[src/rtl/uart_key_tx_feeder.sv]
// Purpose : debounce four active-low keys, map each press to one byte, queue it, feed the UART tx.
// Latency : key_i fall -> tx_valid_o rise = DB_CYCLES + 4 edges (2 sync, debounce, arbiter write, show-ahead).
// Backpres: tx_ready_i low holds the head; presses arriving while the FIFO is full are dropped, ovf_o sticks.
//
// Ports
//   clk_i        system clock
//   rst_i        asynchronous reset, active-low
//   key_i        raw board keys, active-low, asynchronous to clk_i
//   tx_ready_i   transmitter accepts tx_data_o this cycle
//   tx_valid_o   FIFO head is valid (registered)
//   tx_data_o    FIFO head byte (registered)
//   key_state_o  debounced key levels, 1 = released
//   fifo_count_o entries currently held
//   ovf_o        sticky: a press was dropped because the FIFO was full
module uart_key_tx_feeder #(
    parameter int DATA_AMOUNT = 8,
    parameter int FIFO_DEPTH  = 4,
    parameter int DB_CYCLES   = 500000
) (
    input  logic                            clk_i,
    input  logic                            rst_i,
    input  logic [3:0]                      key_i,
    input  logic                            tx_ready_i,
    output logic                            tx_valid_o,
    output logic [DATA_AMOUNT-1:0]          tx_data_o,
    output logic [3:0]                      key_state_o,
    output logic [$clog2(FIFO_DEPTH):0]     fifo_count_o,
    output logic                            ovf_o
);

    localparam int PW     = $clog2(FIFO_DEPTH);
    localparam int CNTW   = PW + 1;
    localparam int DBW    = (DB_CYCLES > 1) ? $clog2(DB_CYCLES) : 1;
    localparam int CODE_W = (DATA_AMOUNT > 8) ? DATA_AMOUNT : 8;

    localparam logic [DBW-1:0]  DB_LAST  = DBW'(DB_CYCLES - 1);
    localparam logic [CNTW-1:0] FULL_CNT = CNTW'(FIFO_DEPTH);

    // Synchronizer and debounce state
    logic [3:0]     sync1_q, sync2_q;
    logic [3:0]     key_state_q, key_state_d;
    logic [DBW-1:0] db_cnt_q [4];
    logic [DBW-1:0] db_cnt_d [4];
    logic [3:0]     press;

    // Press bookkeeping and arbitration
    logic [3:0]             pending_q, pending_d;
    logic [3:0]             clr_mask;
    logic                   win_vld;
    logic [1:0]             win_idx;
    logic [7:0]             code8;
    logic [CODE_W-1:0]      code_wide;
    logic [DATA_AMOUNT-1:0] win_dat;
    logic                   ovf_q, ovf_d;

    // FIFO
    logic [DATA_AMOUNT-1:0] mem_q [FIFO_DEPTH];
    logic [PW-1:0]          rd_ptr_q, rd_ptr_d;
    logic [PW-1:0]          wr_ptr_q, wr_ptr_d;
    logic [CNTW-1:0]        count_q, count_d;
    logic                   tx_valid_q, tx_valid_d;
    logic [DATA_AMOUNT-1:0] tx_data_q, tx_data_d;
    logic                   pop, push, drop, full;

    always_comb begin
        // Debounce: any sample equal to the current state restarts the count.
        key_state_d = key_state_q;
        for (int i = 0; i < 4; i++) begin
            db_cnt_d[i] = '0;
            if (sync2_q[i] != key_state_q[i]) begin
                if (db_cnt_q[i] == DB_LAST) begin
                    key_state_d[i] = sync2_q[i];
                end else begin
                    db_cnt_d[i] = db_cnt_q[i] + DBW'(1);
                end
            end
        end
        // Only 1->0 transitions of the debounced level are presses.
        press = key_state_q & ~key_state_d;

        // Highest pending index wins.
        win_vld = |pending_q;
        win_idx = 2'd0;
        if (pending_q[3])      win_idx = 2'd3;
        else if (pending_q[2]) win_idx = 2'd2;
        else if (pending_q[1]) win_idx = 2'd1;

        case (win_idx)
            2'd3:    code8 = 8'h46;
            2'd2:    code8 = 8'h08;
            2'd1:    code8 = 8'h7F;
            default: code8 = 8'hFF;
        endcase
        code_wide = CODE_W'(code8);
        win_dat   = code_wide[DATA_AMOUNT-1:0];

        pop  = tx_valid_q & tx_ready_i;
        full = (count_q == FULL_CNT);
        // A full FIFO still accepts a write when its head leaves this cycle.
        push = win_vld & (~full | pop);
        drop = win_vld & full & ~pop;

        // The winner leaves the pending set whether written or dropped;
        // a fresh press on the same edge re-arms it.
        clr_mask = '0;
        if (win_vld) clr_mask[win_idx] = 1'b1;
        pending_d = (pending_q & ~clr_mask) | press;
        ovf_d     = ovf_q | drop;

        case ({push, pop})
            2'b10:   count_d = count_q + CNTW'(1);
            2'b01:   count_d = count_q - CNTW'(1);
            default: count_d = count_q;
        endcase
        rd_ptr_d = rd_ptr_q + PW'(pop);
        wr_ptr_d = wr_ptr_q + PW'(push);

        // Output stage ignores this cycle's push so a write into an empty
        // FIFO becomes visible one edge later; it never re-shows a popped head.
        tx_valid_d = ((count_q - CNTW'(pop)) != '0);
        tx_data_d  = tx_valid_d ? mem_q[rd_ptr_d] : tx_data_q;
    end

    always_ff @(posedge clk_i or negedge rst_i) begin
        if (!rst_i) begin
            sync1_q     <= 4'hF;
            sync2_q     <= 4'hF;
            key_state_q <= 4'hF;
            for (int i = 0; i < 4; i++) db_cnt_q[i] <= '0;
            pending_q   <= '0;
            ovf_q       <= 1'b0;
            rd_ptr_q    <= '0;
            wr_ptr_q    <= '0;
            count_q     <= '0;
            tx_valid_q  <= 1'b0;
            tx_data_q   <= '0;
        end else begin
            sync1_q     <= key_i;
            sync2_q     <= sync1_q;
            key_state_q <= key_state_d;
            for (int i = 0; i < 4; i++) db_cnt_q[i] <= db_cnt_d[i];
            pending_q   <= pending_d;
            ovf_q       <= ovf_d;
            rd_ptr_q    <= rd_ptr_d;
            wr_ptr_q    <= wr_ptr_d;
            count_q     <= count_d;
            tx_valid_q  <= tx_valid_d;
            tx_data_q   <= tx_data_d;
        end
    end

    // Storage needs no reset: entries are only read once count covers them.
    always_ff @(posedge clk_i) begin
        if (push) mem_q[wr_ptr_q] <= win_dat;
    end

    assign tx_valid_o   = tx_valid_q;
    assign tx_data_o    = tx_data_q;
    assign key_state_o  = key_state_q;
    assign fifo_count_o = count_q;
    assign ovf_o        = ovf_q;

endmodule

[config.mk]
export PLATFORM = sky130hd
export DESIGN_NAME = uart_key_tx_feeder
export DESIGN_NICKNAME = d
export VERILOG_FILES = /design/src/rtl/uart_key_tx_feeder.sv
export SDC_FILE = /design/constraint.sdc
export NUM_CORES = 1
export LEC_CHECK = 0
export ABC_CLOCK_PERIOD_IN_PS = 2700
export CORE_MARGIN = 4
export CORE_UTILIZATION = 35
export DETAILED_ROUTE_END_ITERATION = 10
export GPL_TIMING_DRIVEN = 0
export SYNTH_ARGS = -nofsm -noshare
export SYNTH_HDL_FRONTEND = slang
export SYNTH_SLANG_ARGS = --single-unit
export TNS_END_PERCENT = 10
[constraint.sdc]
create_clock -name clk_i -period 2.7 [get_ports clk_i]
set_input_delay 0.54 -clock clk_i [delete_from_list [all_inputs] [get_ports clk_i]]
set_output_delay 0.54 -clock clk_i [all_outputs]
set_load 0.01 [all_outputs]
==> results of run 1 <==
==> worst paths after layout <==
path | from | to | slack (ns)
max in group asynchronous | rst_i | key_state_o[2]$_DFF_PN1_ | 1.82
worst min-delay path | rst_i | db_cnt_q[49]$_DFF_PN0_ | 0.15
min in group clk_i | sync1_q[2]$_DFF_PN1_ | sync2_q[2]$_DFF_PN1_ | 0.35
worst min register to register | sync1_q[2]$_DFF_PN1_ | sync2_q[2]$_DFF_PN1_ | 0.35
worst max register to register | db_cnt_q[38]$_DFF_PN0_ | db_cnt_q[54]$_DFF_PN0_ | 0.26
worst max-delay path | db_cnt_q[38]$_DFF_PN0_ | db_cnt_q[54]$_DFF_PN0_ | 0.26
==> flip-flops by register name, indices dropped and copies added, names as in the netlist <==
name          count
sync1_q           4
db_cnt_q         76
fifo_count_o      3
tx_data_o         4
mem_q            16
pending_q         4
key_state_o       4
tx_valid_o        1
rd_ptr_q          2
ovf_o             1
wr_ptr_q          2
sync2_q           4
==> per-layer routing <==
metal  up-vias  share of wire, %  global-route usage, %
met4         0               2.7                  7.353
li1       1895                 -                      -
met2        73                45                  19.22
met3        23               4.4                  3.614
met5         -                 0                      0
met1      1823                48                  16.44
==> logic make-up after synthesis <==
kind of cell / count (synthesis) / synth area share [%]
and+or+nand+nor: 231 / 21.28
DFF: 121 / 55.73
xor gates and xnor gates: 63 / 9.846
AOI/OAI and AO/OA: 38 / 4.711
buffers and inverters: 32 / 2.746
muxes: 15 / 3.773
adders and majority gates: 8 / 1.920
==> stage by stage <==
stage	setup slack [ns]	power [W]	area [µm²]	util [%]
CTS	0.2350	0.005054	6718	43.54
finish	0.2604	0.004974	6718	43.54
global placement	-2.926	0.002743	6098	39.53
global route	0.01417	0.005226	6718	43.54
floorplan	0.6099	0.002488	5604	-
detailed placement	-0.003266	0.002776	6123	39.69
==> cell type report <==
class | count | area share, %
Clock inverter | 14 | 2.310
Clock buffer | 18 | 6.538
Timing Repair Buffer | 24 | 3.800
Inverter | 21 | 1.173
Tap cell | 211 | 3.930
Buffer | 11 | 1.118
Multi-Input combinational cell | 355 | 34.64
Sequential cell | 121 | 46.49
==> worst max-delay path, stage by stage, from the launching register on <==
cell	delay, ns
dfrtp_1	0.41
ha_1	0.23
nand4_1	0.38
o41ai_2	0.93
buf_4	0.31
nor2_1	0.07
==> cells in the final DEF (no fill, tap or decap), types with 3 or more instances in the layout <==
master / n
nand3_1: 24
nand4_1: 17
clkbuf_1: 4
xnor2_1: 48
bufinv_16: 3
edfxtp_1: 16
buf_4: 6
xor2_1: 15
nand2_1: 29
or3_1: 7
clkbuf_16: 17
nor2_1: 79
nor4b_1: 3
dfstp_2: 12
mux4_2: 4
or2_2: 7
o31ai_1: 4
o21ai_0: 7
a21oi_1: 15
mux2_2: 9
clkinvlp_4: 5
clkinv_2: 4
ha_1: 7
clkdlybuf4s50_1: 22
dfrtp_1: 93
nor3_1: 18
inv_1: 21
or4_1: 8
nor4_1: 18
==> power by group through the flow <==
stage                     logic [W]  registers [W]  clock network [W]
final                      0.000694        0.00203            0.00225
after global routing       0.000776        0.00205            0.00240
after CTS                  0.000713        0.00203            0.00231
after detailed placement   0.000711        0.00206                  0
after global placement     0.000686        0.00206                  0
after floorplan            0.000415        0.00207                  0
==> results.json, run 1 <==
{
  "critical_path_peak_fanout": 10,
  "synth.cell_area_mm2": 0.005604,
  "timing.fmax_ghz": 0.4099,
  "multiInputGateArea_mm2": 0.002327,
  "layout.filler_cells": 1441,
  "detailed_route_vias_per_instance": 4.921,
  "layout_worst_path_cycle_share_pct": 90.35,
  "globalRouteTotalUtil_pct": 12.73,
  "postRouteAntennaNets": 0,
  "finalSetupViolCount": 0,
  "power_density_mw_per_mm2": 740.4,
  "yosys_warning_total": 0,
  "tns_ns": 0,
  "maxSlewViolCount": 0,
  "seq_power_share_pct": 40.8,
  "clock-skew-final_ns": 0.004512,
  "clk_transition_reported_paths_ns": 0.05,
  "netlist-cell-type-count": 53,
  "rr_worst_depth": 5,
  "final-hold-violation-count": 0,
  "synth_edf_count": 16,
  "clk_latency_ns": 0.41,
  "postSynth.topFlopCell": "dfrtp_1",
  "tritoncts": "yes",
  "first_pass_grt_wire_length_mm": 18.28,
  "ratio_of_cells_with_drive_above_1_in_the_final_layout_pct": 14.18,
  "dpl.hpwl_mm": 6.960,
  "synth_seq_cells": 121,
  "dp.cells": 743,
  "io_pins": 24,
  "critical_path_class": "reg2reg",
  "overflow": 0,
  "detail_route.first_pass.iterations": 4,
  "h-tree-depth": 4,
  "required_time_of_the_worst_setup_path_ns": 2.99,
  "routability_cong": 0.8016,
  "grt_setup_unrepaired": "no",
  "setup.worst_path.end_class": "register",
  "die_height_um": 134.5,
  "drt-wirelength-per-cell_um": 13.23,
  "fin_hold_ws_ns": 0.1534,
  "p_int_w": 0.003806,
  "p_leak_nw": 2.505,
  "coreArea_mm2": 0.01543,
  "tightest_slew_ns": 0.9074,
  "cts_buf_count": 17,
  "combPwrFrac_pct": 14.0,
  "run_status": "complete, no violations",
  "layout-area-overhead-vs-synth_pct": 19.87,
  "worst_ep_arrival_time_ns": 2.73,
  "number_of_sinks_on_the_clock_net": 121,
  "net_switching_w": 0.001168,
  "avgSynthCellArea_um2": 11.03,
  "power.share.clock_pct": 45.2,
  "drt_drc_violations_left": 0,
  "cts.repair.resized": 0,
  "cts.path.max_buffers": 2,
  "worst_slew_margin_rel_pct": 38.84,
  "synth_top_area_share_pct": 41.53,
  "yosys.area.top_type": "dfrtp_1",
  "synth_cells": 508,
  "crit_path_start_kind": "register",
  "cts_hold_buffers": 0,
  "synth_sequential_area_ratio_pct": 55.73,
  "first_global_vias": 3836,
  "finalCriticalPeriod_ns": 2.440,
  "detail_route.wirelength_mm": 10.26,
  "dieWidth_um": 134.5,
  "dr.first_iter.drc_count": 162,
  "antenna_cells": 0,
  "grt_start_max_net_pins": 60,
  "buffer_ports.inserted": 23,
  "postSynthNetCount": 523,
  "via_count": 3814,
  "initial_utilization_pct": 36.33,
  "synthMostInstantiatedCell": "dfrtp_1",
  "ys_top_cells_by_area": "dfrtp_1 42%, edfxtp_1 8.6%, xnor2_1 7.5%",
  "ff_latch_area_mm2": 0.003123,
  "hold_path_class": "in2async",
  "async_reset_ff_share_pct": 86.78,
  "swShare_pct": 23.49,
  "clock-root-buffer": "clkbuf_16",
  "die-area_mm2": 0.01810,
  "layoutNonFillerInstCount": 775,
  "cap_violations": 0,
  "number_of_antenna_violations_at_the_first_check_in_global_routing": 0,
  "num-nets-final": 566,
  "cts_setup_buffers": 0,
  "peakVddDrop_uv": 389.5,
  "synth.cells.most_frequent": "93 x dfrtp_1, 79 x nor2_1, 48 x xnor2_1, 29 x nand2_1, 24 x nand3_1",
  "num_rows": 45
}
Power figures use the tool's default switching activity.
==> inputs of run 2 (changes only) <==
GPL_ROUTABILITY_DRIVEN = 1   (was not set)
MAX_ROUTING_LAYER = met4   (was not set)
==> run 2 against run 1 <==
- critical path depth up 1
- register-to-register slack gained 0.11 ns
- die area stayed put
- combinational power about the same
==> results.json, run 2 (synthesis gave the netlist of run 1 again) <==
{
  "slowest_stage_delay_cp_ns": 0.56,
  "clk_latency_ns": 0.41,
  "tightest_slew_ns": 0.6676,
  "buffer_ports.inserted": 23,
  "p_leak_nw": 2.520,
  "layout_commonest_cell": "dfrtp_1",
  "seq_power_share_pct": 40.8,
  "finalCriticalPeriod_ns": 2.327,
  "routability_cong": 0.8132,
  "dp.cells": 743,
  "grt_setup_unrepaired": "no",
  "number_of_antenna_violations_at_the_first_check_in_global_routing": 0,
  "finalSetupViolCount": 0,
  "drt-wirelength-per-cell_um": 13.20,
  "power_density_mw_per_mm2": 738.8,
  "critical_path_peak_fanout": 10,
  "reg_top3": "db_cnt_q (76), mem_q (16)",
  "p_int_w": 0.003806,
  "layout.cells.most_common_list": "93 x dfrtp_1, 79 x nor2_1, 48 x xnor2_1",
  "crit_chain": "ha_1 > and4_1 > nand4_1 > o21ai_1 > clkbuf_1 > nor2_1",
  "finalCoreUtilization_pct": 43.62,
  "coreArea_mm2": 0.01543,
  "detailed_route_vias_per_instance": 4.902,
  "buf_inv_on_cp": 1,
  "via_count": 3799,
  "overflow": 0,
  "clock-skew-final_ns": 0.004412,
  "detail_route.wirelength_mm": 10.23,
  "dieWidth_um": 134.5,
  "peakVddDrop_uv": 388.5,
  "layout-area-overhead-vs-synth_pct": 20.07,
  "first_global_vias": 3825,
  "layout_worst_path_cycle_share_pct": 86.18,
  "setup.worst_path.end_class": "register",
  "ratio_of_cells_with_drive_above_1_in_the_final_layout_pct": 14.18,
  "h-tree-depth": 4,
  "largest_register": "db_cnt_q",
  "grt_start_max_net_pins": 60,
  "run_status": "complete, no violations",
  "worst_ep_arrival_time_ns": 2.60,
  "largest_register_ffs": 76,
  "layoutNonFillerInstCount": 775,
  "cts.path.max_buffers": 2,
  "first_pass_grt_wire_length_mm": 18.31,
  "final-hold-violation-count": 0,
  "worst_slew_margin_rel_pct": 55.08,
  "cpLargestDelayFamily": "simple AND/OR/NAND/NOR gates",
  "detail_route.first_pass.iterations": 4,
  "drt_drc_violations_left": 0,
  "num-nets-final": 566,
  "tritoncts": "yes",
  "crit_path_start_kind": "register",
  "cts_buf_count": 17,
  "number_of_sinks_on_the_clock_net": 121,
  "cts_setup_buffers": 0,
  "cap_violations": 0,
  "net_switching_w": 0.001165,
  "dpl.hpwl_mm": 6.960,
  "globalRouteTotalUtil_pct": 13.13,
  "critical_path_class": "reg2reg",
  "combPwrFrac_pct": 14.0,
  "postRouteAntennaNets": 0,
  "antenna_cells": 0,
  "required_time_of_the_worst_setup_path_ns": 2.97,
  "clock-root-buffer": "clkbuf_16",
  "io_pins": 24,
  "num_rows": 45,
  "critPathSlowestCell": "o21ai_1",
  "timing.fmax_ghz": 0.4298,
  "dr.first_iter.drc_count": 189,
  "power.share.clock_pct": 45.2,
  "hold_path_class": "in2async",
  "die-area_mm2": 0.01810,
  "die_height_um": 134.5,
  "clk_transition_reported_paths_ns": 0.05,
  "initial_utilization_pct": 36.33,
  "swShare_pct": 23.44,
  "maxSlewViolCount": 0
}
==> run 2: cell counts in the layout (fill, tap and decap cells not counted) <==
No cell type changed its count.
==> run 2: worst reg2reg max path: stages, from the launching register on <==
cell and delay, ns:
dfrtp_1 0.38, ha_1 0.24, and4_1 0.28, nand4_1 0.17, o21ai_1 0.56, clkbuf_1 0.43, nor2_1 0.12
==> run 2: what timing repair did <==
item                       in CTS  in global routing
gates resized for setup         0                  1
hold buffers                    0                  0
setup endpoints to repair       0                 10
==> run 2: power groups by stage <==
stage | sequential, W | combinational [W] | clock, W
floorplan | 0.00207 | 0.000415 | 0
global placement | 0.00206 | 0.000686 | 0
detailed placement | 0.00206 | 0.000711 | 0
CTS | 0.00203 | 0.000713 | 0.00231
global route | 0.00205 | 0.000777 | 0.00240
finish | 0.00203 | 0.000695 | 0.00225
==> run 2: per-layer routing <==
layer / share of wire, % / GRT usage (%) / vias up
li1: - / - / 1895
met1: 49 / 16.63 / 1815
met2: 45 / 19.13 / 66
met3: 4.0 / 3.539 / 23
met4: 2.8 / 7.353 / 0
met5: 0 / - / -
==> run 2: per-stage QoR <==
step | setup TNS (ns) | total power, W | cell area [µm²] | hold slack [ns] | setup WS (ns)
after floorplan | 0 | 0.002488 | 5604 | 0.2444 | 0.6099
after global placement | -291.34 | 0.002743 | 6098 | 0.3467 | -2.926
after detailed placement | -0.005688 | 0.002776 | 6123 | 0.3472 | -0.003266
after CTS | 0 | 0.005054 | 6718 | 0.1684 | 0.2350
after global routing | 0 | 0.005227 | 6729 | 0.2025 | 0.1084
final | 0 | 0.004972 | 6729 | 0.1541 | 0.3731
==> run 2: path summary, 6_finish.rpt <==
kind	slack [ns]	endpoint	cells past startpoint	from
worst max-delay path	0.37	db_cnt_q[71]$_DFF_PN0_	6	db_cnt_q[57]$_DFF_PN0_
worst max register to register	0.37	db_cnt_q[71]$_DFF_PN0_	6	db_cnt_q[57]$_DFF_PN0_
min in group clk_i	0.35	sync2_q[2]$_DFF_PN1_	0	sync1_q[2]$_DFF_PN1_
worst min-delay path	0.15	db_cnt_q[49]$_DFF_PN0_	1	rst_i
worst min register to register	0.35	sync2_q[2]$_DFF_PN1_	0	sync1_q[2]$_DFF_PN1_
max in group asynchronous	1.82	sync1_q[1]$_DFF_PN1_	2	rst_i
==> run 2: area by class of cell <==
cell class	count	area, µm²
Timing Repair Buffer	24	255.2
Sequential cell	121	3123
Inverter	21	78.83
Fill cell	1439	8698
Tap cell	211	264.0
Buffer	11	75.07
Clock inverter	14	155.1
Multi-Input combinational cell	355	2338
Clock buffer	18	439.2
==> inputs of run 3 (changes only) <==
MAX_ROUTING_LAYER = not set   (was met4)
==> results of run 3 <==
The final DEF is identical to that of run 1; final timing and power are the same.
==> patch: new RTL, settings of run 1 <==
Put one more register stage on the output `fifo_count_o`, cleared by the reset. The value now appears one clock later. The other outputs are not delayed to match.
--- a/src/rtl/uart_key_tx_feeder.sv
+++ b/src/rtl/uart_key_tx_feeder.sv
@@ -157,7 +157,13 @@
     assign tx_valid_o   = tx_valid_q;
     assign tx_data_o    = tx_data_q;
     assign key_state_o  = key_state_q;
-    assign fifo_count_o = count_q;
+    always_ff @(posedge clk_i or negedge rst_i) begin
+        if (!rst_i) begin
+            fifo_count_o <= '0;
+        end else begin
+            fifo_count_o <= count_q;
+        end
+    end
     assign ovf_o        = ovf_q;
 
 endmodule
Check against the original RTL: same outputs for any inputs over 10 cycles, from zero or initial values and one cycle with rst_i low; that may be too few to reach the edited logic, so the function may still have changed.
==> patch against run 1 <==
- sequential power rose by 3%
- via count rose by 2.2%
- wire length up 3.8%
- critical path type unchanged
- worst setup slack improved by 55 ps
- clock skew up 1.9 ps
- power shrank 0.19%
- global-route usage shrank 0.40 points
- sequential cell count increased by 3
- non-clock buffer count down 1
- synthesized area rose by 1.7%
- core utilization is 0.91 points lower
- design area grew 1.2%
==> patch: results (changes against run 1) <==
metric	value	unit	change
number of distinct library cells after synthesis	48		was 53
DP Cell Count	756		was 743
Layout Nets	574		was 566
Post-Syn Nets	531		was 523
Critical R2R Capture	db_cnt_q[49]		was db_cnt_q[54]
final WL	10.6	mm	was 10.3 mm
first-pass GRT wire length	18.3	mm	about the same
ys async rst share	0.871		was 0.868
wire length per cell	13.5	um	was 13.2 um
CP max stage cell	o41ai_4		was o41ai_2
DP HPWL	7.18	mm	was 6.96 mm
Worst path max stage delay	740	ps	was 930 ps
Worst Tran Pin Value	686	ps	was 907 ps
# fillers	1531		was 1441
vias in the first global route	3793		was 3836
dpl ws	-67.1	ps	was -3.27 ps
gr usage total	0.123		was 0.127
routed via count	3898		was 3814
Synth top cells by count	dfrtp_1 (96), nor2_1 (79), xnor2_1 (51)		was dfrtp_1 (93), nor2_1 (79), xnor2_1 (48)
routability cong.	0.844		was 0.802
Worst VDD drop	0.427	mV	was 0.390 mV
status	complete, no violations		unchanged
Arr. time, crit path	2670	ps	was 2730 ps
initial drt markers	276		was 162
Cells after Synth	516		was 508
FF-to-FF setup slack	320	ps	was 260 ps
largest net degree at the start of global routing	70		was 60
layout cells sized above 1	0.124		was 0.142
## patch: stage by stage
| stage | hold slack, ps | TNS [ps] | utilization |
|---|---|---|---|
| floorplan | 244 | 0 | - |
| global placement | 349 | -311920 | 0.389 |
| detailed placement | 349 | -297 | 0.391 |
| CTS | 127 | 0 | 0.426 |
| global route | 152 | 0 | 0.426 |
| finish | 117 | 0 | 0.426 |
## patch: area by class of cell
class                   instances  area [sq um]  area share
flip-flops and latches        124          3200       0.471
multi-input cells             357          2350       0.345
clock buffers                  26           512      0.0753
well taps                     216           270      0.0398
repair buffers                 24           255      0.0376
inverters                      25          93.8      0.0138
plain buffers                  10          62.6     0.00920
clock inverters                 6          58.8     0.00865
## patch: cells by family (layout without fill, tap and decap cells)
family	count (synthesis)	count (layout)	synth area share
AO/OA/AOI/OAI	37	37	0.0483
multiplexers	17	17	0.0406
adder cells (fa/ha/maj)	8	8	0.0189
AND/OR/NAND/NOR	233	233	0.209
XOR/XNOR	62	62	0.0953
flip-flops	124	124	0.561
buffers and inverters	35	91	0.0274
## patch: layer usage
layer,up-vias,global-route usage,share of wire
li1,1912,-,-
met1,1911,0.164,0.46
met2,62,0.193,0.49
met3,13,0.0271,0.030
met4,0,0.0566,0.019
met5,-,0,0
## patch: worst max path at each step
stage,start,endpoint,slack [ps],cells past startpoint
detailed placement,tx_ready_i,mem_q[0][6],-70,4
global placement,rst_i,db_cnt_q[28],-3050,1
global route,db_cnt_q[38],db_cnt_q[49],90,5
floorplan,tx_ready_i,tx_data_o[3],610,5
finish,db_cnt_q[38],db_cnt_q[49],320,5
CTS,db_cnt_q[38],db_cnt_q[49],310,5
## patch: power breakdown
part,switching (mW),total [mW],internal (mW)
clock,0.762,2.16,1.40
sequential,0.0863,2.10,2.01
combinational,0.302,0.706,0.404
